==> config.mk <==
export PLATFORM = sky130hd
export DESIGN_NAME = imem_loader_flat
export DESIGN_NICKNAME = d
export VERILOG_FILES = /design/src/rtl/mips_pkg.sv /design/src/rtl/imem_loader_if.sv /design/src/rtl/imem_loader_byte_packer.sv /design/src/rtl/imem_loader.sv /design/src/flat_wrapper.sv
export SDC_FILE = /design/constraint.sdc
export NUM_CORES = 1
export LEC_CHECK = 0
export BUFFER_PORTS_ARGS = -buffer_cell sky130_fd_sc_hd__buf_2
export CAP_MARGIN = 20
export CORE_MARGIN = 2
export CORE_UTILIZATION = 48
export DETAILED_ROUTE_END_ITERATION = 16
export PLACE_DENSITY = 0.75
export SLEW_MARGIN = 30
export SYNTH_ARGS = -nofsm -noshare
export SYNTH_HDL_FRONTEND = slang
export SYNTH_HIERARCHICAL = 1
export SYNTH_SLANG_ARGS = --single-unit
==> constraint.sdc <==
create_clock -name clk -period 1.8 [get_ports clk]
set_input_delay 0.18 -clock clk [delete_from_list [all_inputs] [get_ports clk]]
set_output_delay 0.18 -clock clk [all_outputs]
set_load 0.1 [all_outputs]
==> src/rtl/mips_pkg.sv <==
// mips_pkg
// Shared definitions for the single-cycle 16-bit MIPS instruction-memory
// write path: default geometry of the instruction memory and the state
// encoding of the program loader.
package mips_pkg;

  localparam int MIPS_DEPTH      = 16;
  localparam int MIPS_WIDTH      = 16;
  localparam int MIPS_BPW        = MIPS_WIDTH / 8;
  localparam int MIPS_ADDR_WIDTH = $clog2(MIPS_DEPTH * MIPS_BPW);
  localparam int MIPS_CNT_WIDTH  = $clog2(MIPS_DEPTH) + 1;

  typedef enum logic [1:0] {
    LD_IDLE = 2'd0,
    LD_LOAD = 2'd1,
    LD_CHK  = 2'd2,
    LD_FIN  = 2'd3
  } loader_state_e;

endpackage

==> src/rtl/imem_loader_if.sv <==
// imem_loader_if
// Byte-stream input handshake plus instruction-memory write port of the
// program loader.
//   in_valid/in_ready/in_byte : host -> loader byte stream
//   mem_we/mem_addr/mem_wdata : loader -> instruction memory write port
// Modports:
//   master : host/bench side (drives the stream, observes the write port)
//   slave  : loader side
interface imem_loader_if #(
  parameter int WIDTH      = mips_pkg::MIPS_WIDTH,
  parameter int ADDR_WIDTH = mips_pkg::MIPS_ADDR_WIDTH
);

  logic                  in_valid;
  logic                  in_ready;
  logic [7:0]            in_byte;
  logic                  mem_we;
  logic [ADDR_WIDTH-1:0] mem_addr;
  logic [WIDTH-1:0]      mem_wdata;

  modport master (
    output in_valid, in_byte,
    input  in_ready, mem_we, mem_addr, mem_wdata
  );

  modport slave (
    input  in_valid, in_byte,
    output in_ready, mem_we, mem_addr, mem_wdata
  );

endinterface

==> src/rtl/imem_loader_byte_packer.sv <==
// byte_packer
// Shifts BPW bytes into a WIDTH-bit word, first byte ending up in the MSB.
// word_valid is a combinational strobe in the cycle the last byte of a word
// is presented with byte_valid; word then holds the complete word.
// Ports:
//   clk, rst    : clock, synchronous active-high reset
//   clr         : synchronous clear of any partially collected word
//   byte_valid  : byte_in is accepted this cycle
//   byte_in     : stream byte
//   word_valid  : the accepted byte completes a word
//   word        : collected bytes including the current byte_in
module byte_packer import mips_pkg::*; #(
  parameter int WIDTH = MIPS_WIDTH,
  parameter int BPW   = MIPS_BPW
) (
  input  logic             clk,
  input  logic             rst,
  input  logic             clr,
  input  logic             byte_valid,
  input  logic [7:0]       byte_in,
  output logic             word_valid,
  output logic [WIDTH-1:0] word
);

  localparam int IDX_W = (BPW > 1) ? $clog2(BPW) : 1;
  localparam logic [IDX_W-1:0] LAST_IDX = IDX_W'(BPW - 1);

  logic [WIDTH-1:0] acc_q, acc_d;
  logic [IDX_W-1:0] idx_q, idx_d;

  // Earlier bytes sit in the low bits of acc_q; shifting by one byte per
  // accepted byte leaves byte 0 in the MSB once the word is complete.
  always_comb begin
    word       = (acc_q << 8) | WIDTH'(byte_in);
    word_valid = byte_valid && (idx_q == LAST_IDX);
    acc_d      = acc_q;
    idx_d      = idx_q;
    if (clr) begin
      acc_d = '0;
      idx_d = '0;
    end else if (byte_valid) begin
      if (word_valid) begin
        acc_d = '0;
        idx_d = '0;
      end else begin
        acc_d = word;
        idx_d = idx_q + IDX_W'(1);
      end
    end
  end

  always_ff @(posedge clk) begin
    if (rst) begin
      acc_q <= '0;
      idx_q <= '0;
    end else begin
      acc_q <= acc_d;
      idx_q <= idx_d;
    end
  end

endmodule

==> src/rtl/imem_loader.sv <==
// imem_loader
// Program loader for the instruction memory. Packs a valid/ready byte
// stream into instruction words (MSB first) and writes them to consecutive
// word-aligned byte addresses starting at 0.
// Ports:
//   clk, rst   : clock, synchronous active-high reset
//   start      : begin a load (sampled only when idle)
//   num_words  : words to load, clamped to DEPTH, latched on start
//   bus        : imem_loader_if.slave (byte stream in, memory write port out)
//   busy       : high in every state except IDLE
//   done       : one-cycle pulse at end of load
//   err        : checksum mismatch, sticky until next start
// Build option: define LOADER_CHECKSUM_EN to expect a trailing BPW-byte
// checksum word (sum of all written words mod 2^WIDTH) and drive err.
// Without it there is no CHK state and err is tied low.
//
// state | meaning
// IDLE  | waiting for start
// LOAD  | accepting data bytes, writing each completed word
// CHK   | accepting the checksum word (LOADER_CHECKSUM_EN only)
// FIN   | done pulse, back to IDLE
module imem_loader import mips_pkg::*; #(
  parameter int DEPTH      = MIPS_DEPTH,
  parameter int WIDTH      = MIPS_WIDTH,
  parameter int BPW        = MIPS_BPW,
  parameter int ADDR_WIDTH = $clog2(DEPTH * BPW),
  parameter int CNT_WIDTH  = $clog2(DEPTH) + 1
) (
  input  logic                 clk,
  input  logic                 rst,
  input  logic                 start,
  input  logic [CNT_WIDTH-1:0] num_words,
  imem_loader_if.slave         bus,
  output logic                 busy,
  output logic                 done,
  output logic                 err
);

  localparam logic [1:0] S_IDLE = LD_IDLE;
  localparam logic [1:0] S_LOAD = LD_LOAD;
`ifdef LOADER_CHECKSUM_EN
  localparam logic [1:0] S_CHK  = LD_CHK;
`endif
  localparam logic [1:0] S_FIN  = LD_FIN;

  logic [1:0]            state_q, state_d;
  logic [CNT_WIDTH-1:0]  cnt_q, cnt_d;
  logic [ADDR_WIDTH-1:0] addr_q, addr_d;
  logic                  we_q, we_d;
  logic [WIDTH-1:0]      wdata_q, wdata_d;
`ifdef LOADER_CHECKSUM_EN
  logic [WIDTH-1:0]      sum_q, sum_d;
  logic                  err_q, err_d;
`endif

  logic                 ready;
  logic                 accept;
  logic                 pk_clr;
  logic                 pk_word_valid;
  logic [WIDTH-1:0]     pk_word;
  logic [CNT_WIDTH-1:0] clamp;

  assign clamp = (num_words > CNT_WIDTH'(DEPTH)) ? CNT_WIDTH'(DEPTH) : num_words;

  // cnt_q counts words still to be received, so it reaches 0 as soon as the
  // last data word is packed; ready then drops for the final write cycle
  // rather than swallowing bytes that belong to no word.
  always_comb begin
    ready = (state_q == S_LOAD) && (cnt_q != '0);
`ifdef LOADER_CHECKSUM_EN
    if (state_q == S_CHK) ready = 1'b1;
`endif
  end

  assign accept = bus.in_valid && ready;
  assign pk_clr = (state_q == S_IDLE);

  byte_packer #(
    .WIDTH (WIDTH),
    .BPW   (BPW)
  ) u_packer (
    .clk        (clk),
    .rst        (rst),
    .clr        (pk_clr),
    .byte_valid (accept),
    .byte_in    (bus.in_byte),
    .word_valid (pk_word_valid),
    .word       (pk_word)
  );

  always_comb begin
    state_d = state_q;
    cnt_d   = cnt_q;
    addr_d  = addr_q;
    we_d    = 1'b0;
    wdata_d = wdata_q;
`ifdef LOADER_CHECKSUM_EN
    sum_d   = sum_q;
    err_d   = err_q;
`endif
    // The address moves on at the end of each write cycle.
    if (we_q) addr_d = addr_q + ADDR_WIDTH'(BPW);

    case (state_q)
      S_IDLE: begin
        if (start) begin
          cnt_d  = clamp;
          addr_d = '0;
`ifdef LOADER_CHECKSUM_EN
          sum_d  = '0;
          err_d  = 1'b0;
`endif
          state_d = (clamp == '0) ? S_FIN : S_LOAD;
        end
      end
      S_LOAD: begin
        if (pk_word_valid) begin
          we_d    = 1'b1;
          wdata_d = pk_word;
          cnt_d   = cnt_q - CNT_WIDTH'(1);
`ifdef LOADER_CHECKSUM_EN
          sum_d   = sum_q + pk_word;
          // The final write overlaps the first checksum byte cycle; the
          // write port is independent of the stream so nothing stalls.
          if (cnt_q == CNT_WIDTH'(1)) state_d = S_CHK;
`endif
        end else if (cnt_q == '0) begin
          // Reached in the final write cycle, so done follows the write.
          state_d = S_FIN;
        end
      end
`ifdef LOADER_CHECKSUM_EN
      S_CHK: begin
        if (pk_word_valid) begin
          err_d   = (pk_word != sum_q);
          state_d = S_FIN;
        end
      end
`endif
      S_FIN:   state_d = S_IDLE;
      default: state_d = S_IDLE;
    endcase
  end

  always_ff @(posedge clk) begin
    if (rst) begin
      state_q <= S_IDLE;
      cnt_q   <= '0;
      addr_q  <= '0;
      we_q    <= 1'b0;
      wdata_q <= '0;
`ifdef LOADER_CHECKSUM_EN
      sum_q   <= '0;
      err_q   <= 1'b0;
`endif
    end else begin
      state_q <= state_d;
      cnt_q   <= cnt_d;
      addr_q  <= addr_d;
      we_q    <= we_d;
      wdata_q <= wdata_d;
`ifdef LOADER_CHECKSUM_EN
      sum_q   <= sum_d;
      err_q   <= err_d;
`endif
    end
  end

  assign bus.in_ready  = ready;
  assign bus.mem_we    = we_q;
  assign bus.mem_addr  = addr_q;
  assign bus.mem_wdata = wdata_q;
  assign busy          = (state_q != S_IDLE);
  assign done          = (state_q == S_FIN);
`ifdef LOADER_CHECKSUM_EN
  assign err           = err_q;
`else
  assign err           = 1'b0;
`endif

endmodule

==> src/flat_wrapper.sv <==
// flat-port wrapper written by rule: the top's interface ports become plain ports
module imem_loader_flat import mips_pkg::*;
#(
  parameter int DEPTH      = MIPS_DEPTH,
  parameter int WIDTH      = MIPS_WIDTH,
  parameter int BPW        = MIPS_BPW,
  parameter int ADDR_WIDTH = $clog2(DEPTH * BPW),
  parameter int CNT_WIDTH  = $clog2(DEPTH) + 1
)
  (clk, rst, start, num_words, busy, done, err, bus_in_valid, bus_in_byte, bus_in_ready, bus_mem_we, bus_mem_addr, bus_mem_wdata);
  imem_loader_if #(.WIDTH(WIDTH), .ADDR_WIDTH(ADDR_WIDTH)) bus_i ();
  input  logic clk;
  input  logic rst;
  input  logic start;
  input  logic [CNT_WIDTH-1:0] num_words;
  output logic busy;
  output logic done;
  output logic err;
  input wire logic [$bits(bus_i.in_valid)-1:0] bus_in_valid;
  input wire logic [$bits(bus_i.in_byte)-1:0] bus_in_byte;
  output wire logic [$bits(bus_i.in_ready)-1:0] bus_in_ready;
  output wire logic [$bits(bus_i.mem_we)-1:0] bus_mem_we;
  output wire logic [$bits(bus_i.mem_addr)-1:0] bus_mem_addr;
  output wire logic [$bits(bus_i.mem_wdata)-1:0] bus_mem_wdata;
  assign bus_i.in_valid = bus_in_valid;
  assign bus_i.in_byte = bus_in_byte;
  assign bus_in_ready = bus_i.in_ready;
  assign bus_mem_we = bus_i.mem_we;
  assign bus_mem_addr = bus_i.mem_addr;
  assign bus_mem_wdata = bus_i.mem_wdata;
  imem_loader #(.DEPTH(DEPTH), .WIDTH(WIDTH), .BPW(BPW), .ADDR_WIDTH(ADDR_WIDTH), .CNT_WIDTH(CNT_WIDTH)) u_core (.clk(clk), .rst(rst), .start(start), .num_words(num_words), .bus(bus_i), .busy(busy), .done(done), .err(err));
endmodule
# ---- Word-level counts from Yosys, hierarchy flattened
# Cells that the tools add are included.
dict set report op_classes {
  n_bitwise 2
  n_lt_le_gt_ge 1
  reduce_logical 14
  n_mux 15
  addsub 3
  eq_ne 6
}
# cell n
set op_table {}
lappend op_table {{5-bit 2-to-1 mux} 6}
lappend op_table {{16-bit by 8-bit bitwise OR with 16-bit output} 1}
lappend op_table {{5-bit zero test} 2}
lappend op_table {{5-bit case mux with 2 select lines} 1}
lappend op_table {{2-bit 2-to-1 mux} 4}
lappend op_table {{8-bit 2-to-1 mux} 1}
lappend op_table {{2-bit inequality test (second input constant)} 3}
lappend op_table {{3-bit AND reduction} 2}
lappend op_table {{5-bit by 2-bit adder with 5-bit output (second input constant)} 1}
lappend op_table {{5-bit greater-than comparator (second input constant)} 1}
lappend op_table {{5-bit nonzero test} 1}
lappend op_table {{5-bit by 1-bit subtractor with 5-bit output (second input constant)} 1}
lappend op_table {{2-bit case mux with 2 select lines} 1}
lappend op_table {{2-bit nonzero test} 2}
lappend op_table {{2-bit OR reduction} 2}
lappend op_table {{1-bit logical AND} 3}
lappend op_table {{2-bit by 1-bit equality test with 1-bit output (second input constant)} 1}
lappend op_table {{2-bit equality test (second input constant)} 1}
lappend op_table {{2-bit zero test} 1}
lappend op_table {{1-bit 2-to-1 mux} 2}
lappend op_table {{2-bit by 1-bit inequality test with 1-bit output (second input constant)} 1}
lappend op_table {{2-bit AND reduction} 1}
lappend op_table {{1-bit adder (second input constant)} 1}
lappend op_table {{1-bit inverter} 1}
dict set report totals {
  input_bits 17
  wordCells 48
  reg_bits 38
}

# ---- Longest topological paths before layout
# Gate-level depths: netlist (run 1).
dict set report depth {
  ltp_word 6
  ltp_mapped 13
}

# ---- Cells and area by module
# The synthesis (run 1) kept the hierarchy.
# module area_per_inst_um2 n_inst cells_each
set modules_own_cells {}
lappend modules_own_cells {imem_loader 1347.5 1 154}
lappend modules_own_cells {byte_packer 469.2 1 48}

# ---- Worst setup path before layout (run 1)
# Ideal clock, no wire load.
dict set report synth_timing {
  kind {reg2reg}
  start {register u_core.cnt_q[0]}
  end {register u_core.wdata_q[13], in the netlist u_core/bus.mem_wdata[13]}
  period_less_slack_ns 3.740
  t_arrival_ns 3.673
  setup_slack_ns -1.940
  path_stages_with_launch 13
  cell_sequence {dfxtp_1 inv_1 ha_1 a31oi_1 and2_1 buf_6 buf_12 and2_1 and3b_1 buf_6 buf_12 nand2_1 a21oi_2}
}
dict set report synth_via {
  elab_chain_len 5
}
# item line
set synth_lines {}
lappend synth_lines {{start, declared} imem_loader.sv:47} ;# logic [CNT_WIDTH-1:0] cnt_q, cnt_d;
lappend synth_lines {{start signal, assigned} imem_loader.sv:158} ;# cnt_q <= cnt_d;
lappend synth_lines {{5-bit nonzero test} imem_loader.sv:69} ;# ready = (state_q == S_LOAD) && (cnt_q != '0);
lappend synth_lines {{1-bit logical AND} imem_loader.sv:69}
lappend synth_lines {{named net bus_in_ready} flat_wrapper.sv:21} ;# output wire logic [$bits(bus_i.in_ready)-1:0] bus_in_ready;
lappend synth_lines {{1-bit logical AND} imem_loader.sv:75} ;# assign accept = bus.in_valid && ready;
lappend synth_lines {{named net u_core.accept} imem_loader.sv:57} ;# logic accept;
lappend synth_lines {{1-bit logical AND} imem_loader_byte_packer.sv:35} ;# word_valid = byte_valid && (idx_q == LAST_IDX);
lappend synth_lines {{named net u_core.pk_word_valid} imem_loader.sv:59} ;# logic pk_word_valid;
lappend synth_lines {{2-bit AND reduction (no source line)} n/a}
lappend synth_lines {{end signal, assigned} imem_loader.sv:161} ;# wdata_q <= wdata_d;
lappend synth_lines {{end, declared} imem_loader.sv:50} ;# logic [WIDTH-1:0] wdata_q, wdata_d;
# The timed path passes the listed nets, and every way through them passes these cells.
# A chain may end at the register's enable or synchronous reset.

# ---- Worst setup path after layout (run 1)
dict set report layout_timing {
  start {register u_core.cnt_q[0]}
  end {register u_core.wdata_q[4], in the netlist u_core/bus.mem_wdata[4]}
}
dict set report layout_via {
  elab_chain_len 5
}
# item line
set layout_lines {}
lappend layout_lines {{5-bit nonzero test} imem_loader.sv:69}
lappend layout_lines {{1-bit logical AND} imem_loader.sv:69}
lappend layout_lines {{1-bit logical AND} imem_loader.sv:75}
lappend layout_lines {{named net u_core.accept} imem_loader.sv:57}
lappend layout_lines {{1-bit logical AND} imem_loader_byte_packer.sv:35}
lappend layout_lines {{named net u_core.pk_word_valid} imem_loader.sv:59}
lappend layout_lines {{2-bit AND reduction (no source line)} n/a}
# The timed path passes the listed nets, and every way through them passes these cells.

==> out/results.tsv, run 1 <==
stage	metric	value	unit
run_status	status	complete, no violations	
synth	synth_area	1817	um2
finish	utilization	0.5837	
clock_tree	cts.sinks	37	
critical_path	cp.required	2.02	ns
detailed_routing	drtPass1Iterations	4	
finish	postLayoutCellArea	2137	um2
min_path	hp-class	in -> reg	
detailed_routing	wl	3.699	mm
synth	yosysWarnings	6	
detailed_routing	antenna_left	0	
floorplan	core	3661	um2
floorplan	die_w	65.52	um
sta	fin_setup_tns	0	ns
detailed_routing	viasPerCell	5.056	
global_routing	overflow	0	
finish	drive_gt1_frac	0.3487	
clock_tree	insertion_delay	0.29	ns
critical_path	critPathKind	reg -> reg	
sta	rsz0062_at_grt	true	
synth	avgSynthCellArea	8.994	um2
floorplan	rows	22	
finish	n_fill_cell	352	
power_and_ir_drop	netSwitchingPower	0.0004888	W
finish	layout_common_cells	buf_2, dfxtp_1, nand2_1	
synth	synth_ff_type	dfxtp_1	
clock_tree	cts_hold_buffers	0	
synth	synth_edf_count	0	
detailed_routing	drcViolationCount	0	
finish	syn2layout_area_growth	17.63	%
place	post_dp_cell_area	1988	um2
detailed_routing	num_vias	1446	
floorplan	start_util	0.4962	
sta	slew_viol_final	0	
clock_tree	cts_buffers	5	
floorplan	die_y	65.52	um
power_and_ir_drop	p_leak	0.8832	nW
critical_path	critPathCaptureType	register	
finish	final_nets	257	
power_and_ir_drop	switching_share	0.2735	
synth	syn_inst	202	
sta	fin_skew	0.003973	ns
power_and_ir_drop	p_per_area	836.3	nW/um2
synth	synthArstFlopShare	0	
global_routing	gr-usage-all-layers	0.1838	
critical_path	critPathArrivalTime	1.95	ns
place	hpwl	2.562	mm
synth	ys_types	49	
clock_tree	htreeDepth	2	
place	gp_congestion	0.8338	
synth	ys_seq_elements	37	
sta	hold_violations	0	
clock_tree	clk_pin_slew	0.07	ns
critical_path	critPathMaxFanout	5	
critical_path	cp-start-kind	register	
job	drv_cap	0	
power_and_ir_drop	ir_drop	0.4859	mV
sta	setup_viol_count_final	0	
global_routing	antenna_found_initial	0	
finish	final_common_cell	buf_2	
power_and_ir_drop	pwr-share-seq	0.475	
global_routing	grt_pass1_wl	6.092	mm
floorplan	ios	43	
place	io_buffers	40	
sta	fmax	578.1	MHz
clock_tree	cts_buffer_depth	2	
power_and_ir_drop	p_clk_frac	0.351	
global_routing	grt_max_degree	25	
clock_tree	cts_tree	done	
detailed_routing	wl_per_cell	12.93	um
sta	finalWorstPathRequiredPeriod	1.730	ns
power_and_ir_drop	p_comb_frac	0.173	
sta	period_share	0.9610	
power_and_ir_drop	p_int	0.001298	W
synth	synth_seq_area_share	0.4077	
finish	antenna_cells	0	
detailed_routing	initialDrtViolationCount	94	
clock_tree	cts_root_buffer	clkbuf_8	
global_routing	grt_pass1_vias	1319	
floorplan	dieArea	4293	um2
power by group through the flow:
stage          Clock, W  Combinational [W]  Sequential [W]
6_report       0.000627           0.000310        0.000850
5_1_grt        0.000696           0.000332        0.000851
4_1_cts        0.000651           0.000296        0.000848
3_5_place_dp          0           0.000291        0.000867
3_3_place_gp          0           0.000288        0.000866
2_1_floorplan         0           0.000253        0.000865
worst max-delay path: stages, from the launching register on:
cell and delay, ns:
dfxtp_2 0.34, inv_2 0.07, ha_4 0.16, a31oi_4 0.17
and2_4 0.17, and2_4 0.18, and3b_2 0.25, buf_2 0.16
nand2_1 0.06, a21oi_1 0.11
final cells by class:
type / instances / area, um2 / share of cell area
Clock buffer: 7 / 96.34 / 0.04508
Clock inverter: 1 / 5.005 / 0.002342
Inverter: 8 / 30.03 / 0.01405
Multi-Input combinational cell: 136 / 913.4 / 0.4274
Sequential cell: 37 / 744.5 / 0.3484
Tap cell: 48 / 60.06 / 0.02810
Timing Repair Buffer: 49 / 287.8 / 0.1347
layer usage:
| metal | global-route usage | wire length, um |
|---|---|---|
| met1 | 0.2255 | 1670 |
| met3 | 0.05479 | 190 |
| met4 | 0.05469 | 39 |
| met5 | 0 | 0 |
| met2 | 0.3099 | 1799 |
kinds of logic (layout without fill, tap and decap cells):
family                     after synthesis  after routing  share of synthesized area
other                                    1              2                   0.002064
xor gates and xnor gates                 4              4                    0.01929
and+or+nand+nor                         81             81                     0.2417
muxes                                    4              4                    0.03168
DFF                                     37             37                     0.4077
AOI/OAI and AO/OA                       42             42                     0.1501
buffers and inverters                   30             65                     0.1267
adders and majority gates                3              3                    0.02066
per-stage QoR:
step	setup slack [ns]	total power, W	std cells	hold slack (ns)
finish	0.07019	0.001787	286	0.1413
global route	-0.03635	0.001880	286	0.1299
CTS	0.02734	0.001795	284	0.1322
detailed placement	0.003475	0.001158	275	0.4425
global placement	0.05896	0.001154	275	0.4381
floorplan	-0.6913	0.001118	203	0.2569
synth_stat cells, types with 2 or more instances:
cell type  count  area share
a21oi_2        4       0.019
clkbuf_1       2      0.0041
buf_4         10       0.041
mux2i_1        2       0.011
and3b_1        2      0.0096
inv_1          8       0.017
nand2_1       35       0.072
ha_1           3       0.021
xnor2_1        2      0.0096
nor2_1        10       0.021
buf_12         2       0.022
a31oi_1        2      0.0069
a21oi_1       22       0.061
nand2b_1      10       0.034
buf_2          2      0.0055
nor3b_1        2      0.0083
nand3b_1       7       0.029
and2_1         3       0.010
o21ai_0        2      0.0055
xor2_1         2      0.0096
dfxtp_1       37        0.41
buf_6          6       0.037
registers in the layout (all words and copies together), names as in the netlist:
| register | flops |
|---|---|
| u_core/bus.mem_wdata | 16 |
| u_core/state_q | 2 |
| u_core/bus.mem_we | 1 |
| u_core/cnt_q | 5 |
| u_core/u_packer/acc_q | 8 |
| u_core/bus.mem_addr | 4 |
| u_core/u_packer/idx_q | 1 |
timing repair:
item / in CTS / in global routing
resized for setup: 0 / 9
gates cloned: 0 / 1
pin swaps: 1 / 3
endpoints found under the setup margin: 9 / 18
buffers inserted: 1 / 1
path summary, 6_finish.rpt:
path	from	endpoint	slack, ns	cells after the start
worst max-delay path	u_core/cnt_q[0]$_SDFFE_PP0P_	u_core/bus.mem_wdata[4]$_SDFFE_PP0P_	0.07	9
worst min-delay path	bus_in_byte[2]	u_core/bus.mem_wdata[2]$_SDFFE_PP0P_	0.14	3
worst max register to register	u_core/cnt_q[0]$_SDFFE_PP0P_	u_core/bus.mem_wdata[4]$_SDFFE_PP0P_	0.07	9
worst min register to register	u_core/bus.mem_wdata[11]$_SDFFE_PP0P_	u_core/bus.mem_wdata[11]$_SDFFE_PP0P_	0.45	2
(Power assumes the default switching activity.)
==> inputs of run 2 (changes only) <==
--- a/config.mk
+++ b/config.mk
@@ -11,6 +11,8 @@
 export CORE_UTILIZATION = 48
 export DETAILED_ROUTE_END_ITERATION = 16
 export PLACE_DENSITY = 0.75
+export RECOVER_POWER = 25
+export REMOVE_ABC_BUFFERS = 1
 export SLEW_MARGIN = 30
 export SYNTH_ARGS = -nofsm -noshare
 export SYNTH_HDL_FRONTEND = slang
==> out/results.tsv, run 2 (synthesis results as in run 1) <==
stage	metric	value	unit
floorplan	rows	22	
clock_tree	htreeDepth	2	
detailed_routing	wl_per_cell	12.92	um
power_and_ir_drop	netSwitchingPower	0.0004820	W
critical_path	worstRegToRegCells	8	
run_status	status	complete, no violations	
clock_tree	cts_tree	done	
global_routing	grtUsageMet3	0.06164	
finish	final_common_cell	buf_2	
finish	largest_register_ffs	16	
min_path	hp-start	bus_in_byte[7]	
power_and_ir_drop	p_clk_frac	0.367	
detailed_routing	num_vias	1487	
power_and_ir_drop	total_power	0.001849	W
global_routing	top_usage_layer	met2	
finish	layout_common_cells	buf_2, dfxtp_1, nand2_1	
floorplan	die_w	65.52	um
global_routing	grt_max_degree	18	
floorplan	die_y	65.52	um
global_routing	overflow	0	
sta	fmax	578.9	MHz
power_and_ir_drop	p_comb_frac	0.175	
clock_tree	clk_pin_slew	0.07	ns
critical_path	reg2reg_to	u_core/cnt_q[2]$_SDFFE_PP0P_	
place	hpwl	2.473	mm
global_routing	antenna_found_initial	0	
power_and_ir_drop	ir_drop	0.4585	mV
power_and_ir_drop	p_per_area	843.3	nW/um2
global_routing	grtUsageMet2	0.2870	
clock_tree	cts_buffer_depth	2	
critical_path	path_common_cell	and2_4	
detailed_routing	antenna_left	0	
clock_tree	cts_hold_buffers	0	
critical_path	cp.required	1.96	ns
critical_path	rr_startpoint	u_core/cnt_q[0]$_SDFFE_PP0P_	
min_path	hold_path_end	u_core/bus.mem_wdata[7]$_SDFFE_PP0P_	
detailed_routing	drcViolationCount	0	
critical_path	cpMaxStageDelayCell	dfxtp_2	
place	io_buffers	40	
clock_tree	insertion_delay	0.28	ns
critical_path	critPathCaptureType	register	
critical_path	cp-start-kind	register	
sta	slew_viol_final	0	
finish	drive_gt1_frac	0.3361	
floorplan	dieArea	4293	um2
critical_path	critical_path.cell_chain	inv_1 -> ha_1 -> a31oi_2 -> and2_4 -> and2_4 -> mux2i_4 -> o311ai_2 -> o41ai_2	
finish	utilization	0.5988	
global_routing	grt_pass1_vias	1361	
critical_path	regToRegSetupSlack	0.07	ns
sta	period_share	0.9598	
power_and_ir_drop	p_leak	0.9414	nW
min_path	hp-class	in -> reg	
job	drv_cap	0	
finish	antenna_cells	0	
place	gp_congestion	0.8166	
floorplan	core	3661	um2
power_and_ir_drop	p_int	0.001367	W
finish	final_nets	264	
finish	syn2layout_area_growth	20.66	%
detailed_routing	initialDrtViolationCount	90	
critical_path	critPathArrivalTime	1.88	ns
detailed_routing	drtPass1Iterations	4	
critical_path	cp-startpoint	u_core/cnt_q[0]$_SDFFE_PP0P_	
sta	finalWorstPathRequiredPeriod	1.728	ns
sta	fin_skew	0.003613	ns
detailed_routing	wl	3.774	mm
power_and_ir_drop	pwr-share-seq	0.457	
global_routing	grt_pass1_wl	6.009	mm
clock_tree	cts.sinks	37	
power_and_ir_drop	switching_share	0.2607	
critical_path	cp_slowest_stage_delay	0.34	ns
sta	hold_violations	0	
global_routing	gr-usage-all-layers	0.1823	
sta	setup_viol_count_final	0	
critical_path	critPathMaxFanout	6	
global_routing	grt_util_met1	0.2299	
floorplan	ios	43	
clock_tree	cts_root_buffer	clkbuf_8	
critical_path	critPathKind	reg -> reg	
floorplan	start_util	0.4962	
sta	rsz0062_at_grt	false	
clock_tree	cts_buffers	5	
min_path	hold-path-cell-count	3	
detailed_routing	viasPerCell	5.092	
## run 2: metrics by stage
step / area, um2 / std cells / worst slack [ns] / hold slack, ns / TNS (ns)
2_1_floorplan: 1620 / 181 / -2.310 / 0.2424 / -66.70
3_3_place_gp: 2023 / 284 / 0.0004329 / 0.4397 / 0
3_5_place_dp: 2023 / 284 / -0.08476 / 0.4421 / -1.001
4_1_cts: 2130 / 291 / 0.002405 / 0.1371 / 0
5_1_grt: 2192 / 292 / 0.002118 / 0.1526 / 0
6_report: 2192 / 292 / 0.07245 / 0.1443 / 0
## run 2: how the worst max path moves through the flow
stage | endpoint
global placement | u_core/bus.mem_wdata[13]$_SDFFE_PP0P_
global route | u_core/cnt_q[2]$_SDFFE_PP0P_
detailed placement | u_core/bus.mem_wdata[13]$_SDFFE_PP0P_
finish | u_core/cnt_q[2]$_SDFFE_PP0P_
CTS | u_core/cnt_q[0]$_SDFFE_PP0P_
floorplan | u_core/bus.mem_wdata[0]$_SDFFE_PP0P_
## run 2: power groups by stage
stage          sequential (W)  combinational, W  clock (W)
6_report             0.000846          0.000324   0.000679
5_1_grt              0.000847          0.000347   0.000742
4_1_cts              0.000844          0.000305   0.000703
3_5_place_dp         0.000863          0.000303          0
3_3_place_gp         0.000863          0.000302          0
2_1_floorplan        0.000873          0.000174          0
## run 2: worst max-delay path: cells and delay by family (launching register included)
family	cells	cell delay (ns)
AOI/OAI and AO/OA	3	0.55
DFF	1	0.34
and+or+nand+nor	2	0.34
adders and majority gates	1	0.21
muxes	1	0.11
buffers and inverters	1	0.05
## run 2: layout make-up
type | count | area [um2]
Clock buffer | 5 | 68.82
Clock inverter | 2 | 35.03
Fill cell | 318 | 1469
Inverter | 8 | 30.03
Multi-Input combinational cell | 137 | 909.6
Sequential cell | 37 | 742.0
Tap cell | 48 | 60.06
Timing Repair Buffer | 55 | 346.6
## run 2: what timing repair did
item,in CTS,in global routing
buffers inserted,0,0
setup endpoints to repair,20,21
gates cloned,0,1
gates resized for setup,2,11
pin swaps,0,4
## run 2: per-layer routing
| layer | wire [um] | share of wire |
|---|---|---|
| met1 | 1729 | 0.46 |
| met2 | 1765 | 0.47 |
| met3 | 209 | 0.055 |
| met4 | 70 | 0.019 |
| met5 | 0 | 0 |
==> inputs of run 3 (changes only) <==
--- a/config.mk
+++ b/config.mk
@@ -5,12 +5,13 @@
 export SDC_FILE = /design/constraint.sdc
 export NUM_CORES = 1
 export LEC_CHECK = 0
+export ABC_AREA = 1
 export BUFFER_PORTS_ARGS = -buffer_cell sky130_fd_sc_hd__buf_2
 export CAP_MARGIN = 20
 export CORE_MARGIN = 2
-export CORE_UTILIZATION = 48
+export CORE_UTILIZATION = 52
 export DETAILED_ROUTE_END_ITERATION = 16
-export PLACE_DENSITY = 0.75
+export PLACE_DENSITY = 0.78
 export RECOVER_POWER = 25
 export REMOVE_ABC_BUFFERS = 1
 export SLEW_MARGIN = 30
==> constraint.sdc (replaced) <==
create_clock -name clk -period 1.9 [get_ports clk]
set_input_delay 0.19 -clock clk [delete_from_list [all_inputs] [get_ports clk]]
set_output_delay 0.19 -clock clk [all_outputs]
set_load 0.1 [all_outputs]
==> out/results.tsv, run 3 <==
stage	metric	value	unit
run_status	status	complete, no violations	
synth	synth_area	1703	um2
critical_path	critPathKind	reg -> out	
synth	synth_seq_area_share	0.4350	
min_path	hp-class	in -> reg	
critical_path	cpMaxStageDelayCell	dfxtp_2	
global_routing	antenna_found_initial	0	
critical_path	cp-start-kind	register	
power_and_ir_drop	p_per_area	787.0	nW/um2
sta	slew_viol_final	0	
floorplan	core	3078	um2
clock_tree	insertion_delay	0.34	ns
clock_tree	cts_buffers	5	
critical_path	critPathCaptureType	output pin	
place	place_ws	0.07284	ns
floorplan	ios	43	
clock_tree	cts_tree	done	
synth	avgSynthCellArea	7.404	um2
sta	finalWorstPathRequiredPeriod	1.726	ns
finish	drive_gt1_frac	0.2537	
floorplan	dieArea	3749	um2
place	io_buffers	40	
detailed_routing	drcViolationCount	0	
detailed_routing	initialDrtViolationCount	75	
detailed_routing	drtPass1Iterations	4	
floorplan	start_util	0.5533	
sta	setup_viol_count_final	0	
finish	utilization	0.6305	
finish	syn2layout_area_growth	13.96	%
synth	synth_edf_count	0	
sta	hold_violations	0	
power_and_ir_drop	ir_drop	0.4078	mV
place	hpwl	2.349	mm
synth	yosys-top-cells-count	nand2_1, dfxtp_1, a21oi_1, inv_1, nor2_1	
critical_path	path_common_cell	inv_1	
global_routing	grt_max_degree	22	
job	drv_cap	0	
finish	n_fill_cell	303	
critical_path	cp_slowest_stage_delay	0.35	ns
finish	final_nets	287	
finish	largest_register_ffs	16	
critical_path	critical_path.cell_chain	inv_1 -> ha_1 -> nand3_1 -> nand2_1 -> inv_1 -> clkbuf_4	
clock_tree	htreeDepth	2	
detailed_routing	antenna_left	0	
global_routing	grt_pass1_wl	5.202	mm
sta	period_share	0.9084	
synth	synthArstFlopShare	0	
global_routing	grt_pass1_vias	1232	
detailed_routing	wl_per_cell	10.37	um
sta	fin_skew	0.004996	ns
finish	layout_common_cells	nand2_1, dfxtp_1, buf_2	
global_routing	gr-usage-all-layers	0.1911	
place	gp_congestion	0.8367	
detailed_routing	wl	3.235	mm
finish	antenna_cells	0	
clock_tree	cts_setup_buffers	0	
sta	fmax	579.4	MHz
detailed_routing	num_vias	1495	
synth	yosys.area.top_type_share	0.4350	
floorplan	die_y	61.23	um
critical_path	cp.required	1.71	ns
synth	synth_largest_area_cell	dfxtp_1	
synth	synth_ff_type	dfxtp_1	
synth	ys_seq_elements	37	
synth	ys_types	30	
synth	syn_inst	230	
detailed_routing	viasPerCell	4.792	
clock_tree	cts_hold_buffers	0	
critical_path	critPathMaxFanout	4	
sta	tightest_slew	0.5409	ns
synth	ys_top_cells_by_area	dfxtp_1, nand2_1, a21oi_1	
clock_tree	clk_pin_slew	0.11	ns
synth	synth_most_common_cell	nand2_1	
sta	max_slew_margin	0.6409	
finish	final_common_cell	nand2_1	
clock_tree	cts.sinks	37	
floorplan	die_w	61.23	um
floorplan	rows	20	
power_and_ir_drop	p_leak	0.8922	nW
global_routing	overflow	0	
clock_tree	cts_buffer_depth	2	
synth	yosysWarnings	6	
clock_tree	cts_root_buffer	clkbuf_4	
sta	setup_ws	0.1740	ns
critical_path	critPathArrivalTime	1.54	ns
## run 3: cell types whose count changed in the layout (fill, tap and decap cells not counted), moves of 7 or more
cell	delta
nand2_1	+26
inv_1	+17
nand3_1	+13
clkbuf_2	+11
buf_2	-10
nand2b_1	-10
buf_4	-9
nor2_1	+9
nand3b_1	-7
## run 3: cells by family after synthesis
logic type      share of synthesized area
compound gates                     0.1212
xor+xnor                         0.005144
fa+ha+maj                         0.02204
buf+inv                            0.1455
flops                              0.4350
other cells                      0.002202
simple gates                       0.2689
## run 3: what timing repair did
| item | CTS | global route |
|---|---|---|
| endpoints found under the setup margin | 0 | 23 |
| gates resized for setup | 0 | 5 |
| endpoints found under the hold margin | 0 | 0 |
## run 3: worst paths after layout
kind,cells past startpoint,endpoint,from,slack [ns]
max,6,bus_in_ready,u_core/cnt_q[0]$_SDFFE_PP0P_,0.17
min reg2reg,2,u_core/bus.mem_wdata[13]$_SDFFE_PP0P_,u_core/u_packer/acc_q[5]$_SDFFE_PP0P_,0.47
min,3,u_core/cnt_q[1]$_SDFFE_PP0P_,num_words[1],0.08
max reg2reg,11,u_core/bus.mem_wdata[3]$_SDFFE_PP0P_,u_core/cnt_q[0]$_SDFFE_PP0P_,0.18
## run 3: worst max-delay path, delay by kind of cell, from the launching register on
family	cells	cell delay [ns]
simple gates	2	0.19
flops	1	0.35
buf+inv	3	0.46
fa+ha+maj	1	0.20
## run 3: per-stage QoR
stage                     hold WS (ns)  power, W  instance area (um2)  std cells  setup TNS, ns
after global placement          0.4383  0.001096                 1866        304              0
final                          0.08129  0.001527                 1941        312              0
after detailed placement        0.4440  0.001098                 1866        304              0
after CTS                      0.07392  0.001540                 1931        312              0
after global routing           0.08054  0.001616                 1941        312      -0.008851
after floorplan                 0.2524  0.001025                 1573        215         -5.394
## run 3: metal layers
metal	GRT usage	wire (um)	up-vias
met4	0.08385	60	0
met1	0.2467	1476	656
li1	-	-	790
met3	0.07143	222	8
met5	0	0	-
met2	0.2857	1476	41
## run 3: power breakdown
| part | internal, W | switching (W) | leakage [nW] |
|---|---|---|---|
| Clock | 0.000180 | 0.000263 | 0.0382 |
| Combinational | 0.0000792 | 0.000197 | 0.554 |
| Sequential | 0.000795 | 0.0000138 | 0.300 |
| Total | 0.00105 | 0.000473 | 0.892 |
## run 3: layout make-up
class	instances	area, um2	area share
clock buffer	6	51.30	0.02643
clock inverter	2	13.76	0.007092
inverter	30	115.1	0.05932
multi-input combinational	148	723.2	0.3727
sequential	37	742.0	0.3823
tap	44	55.05	0.02837
timing repair buffer	45	240.2	0.1238
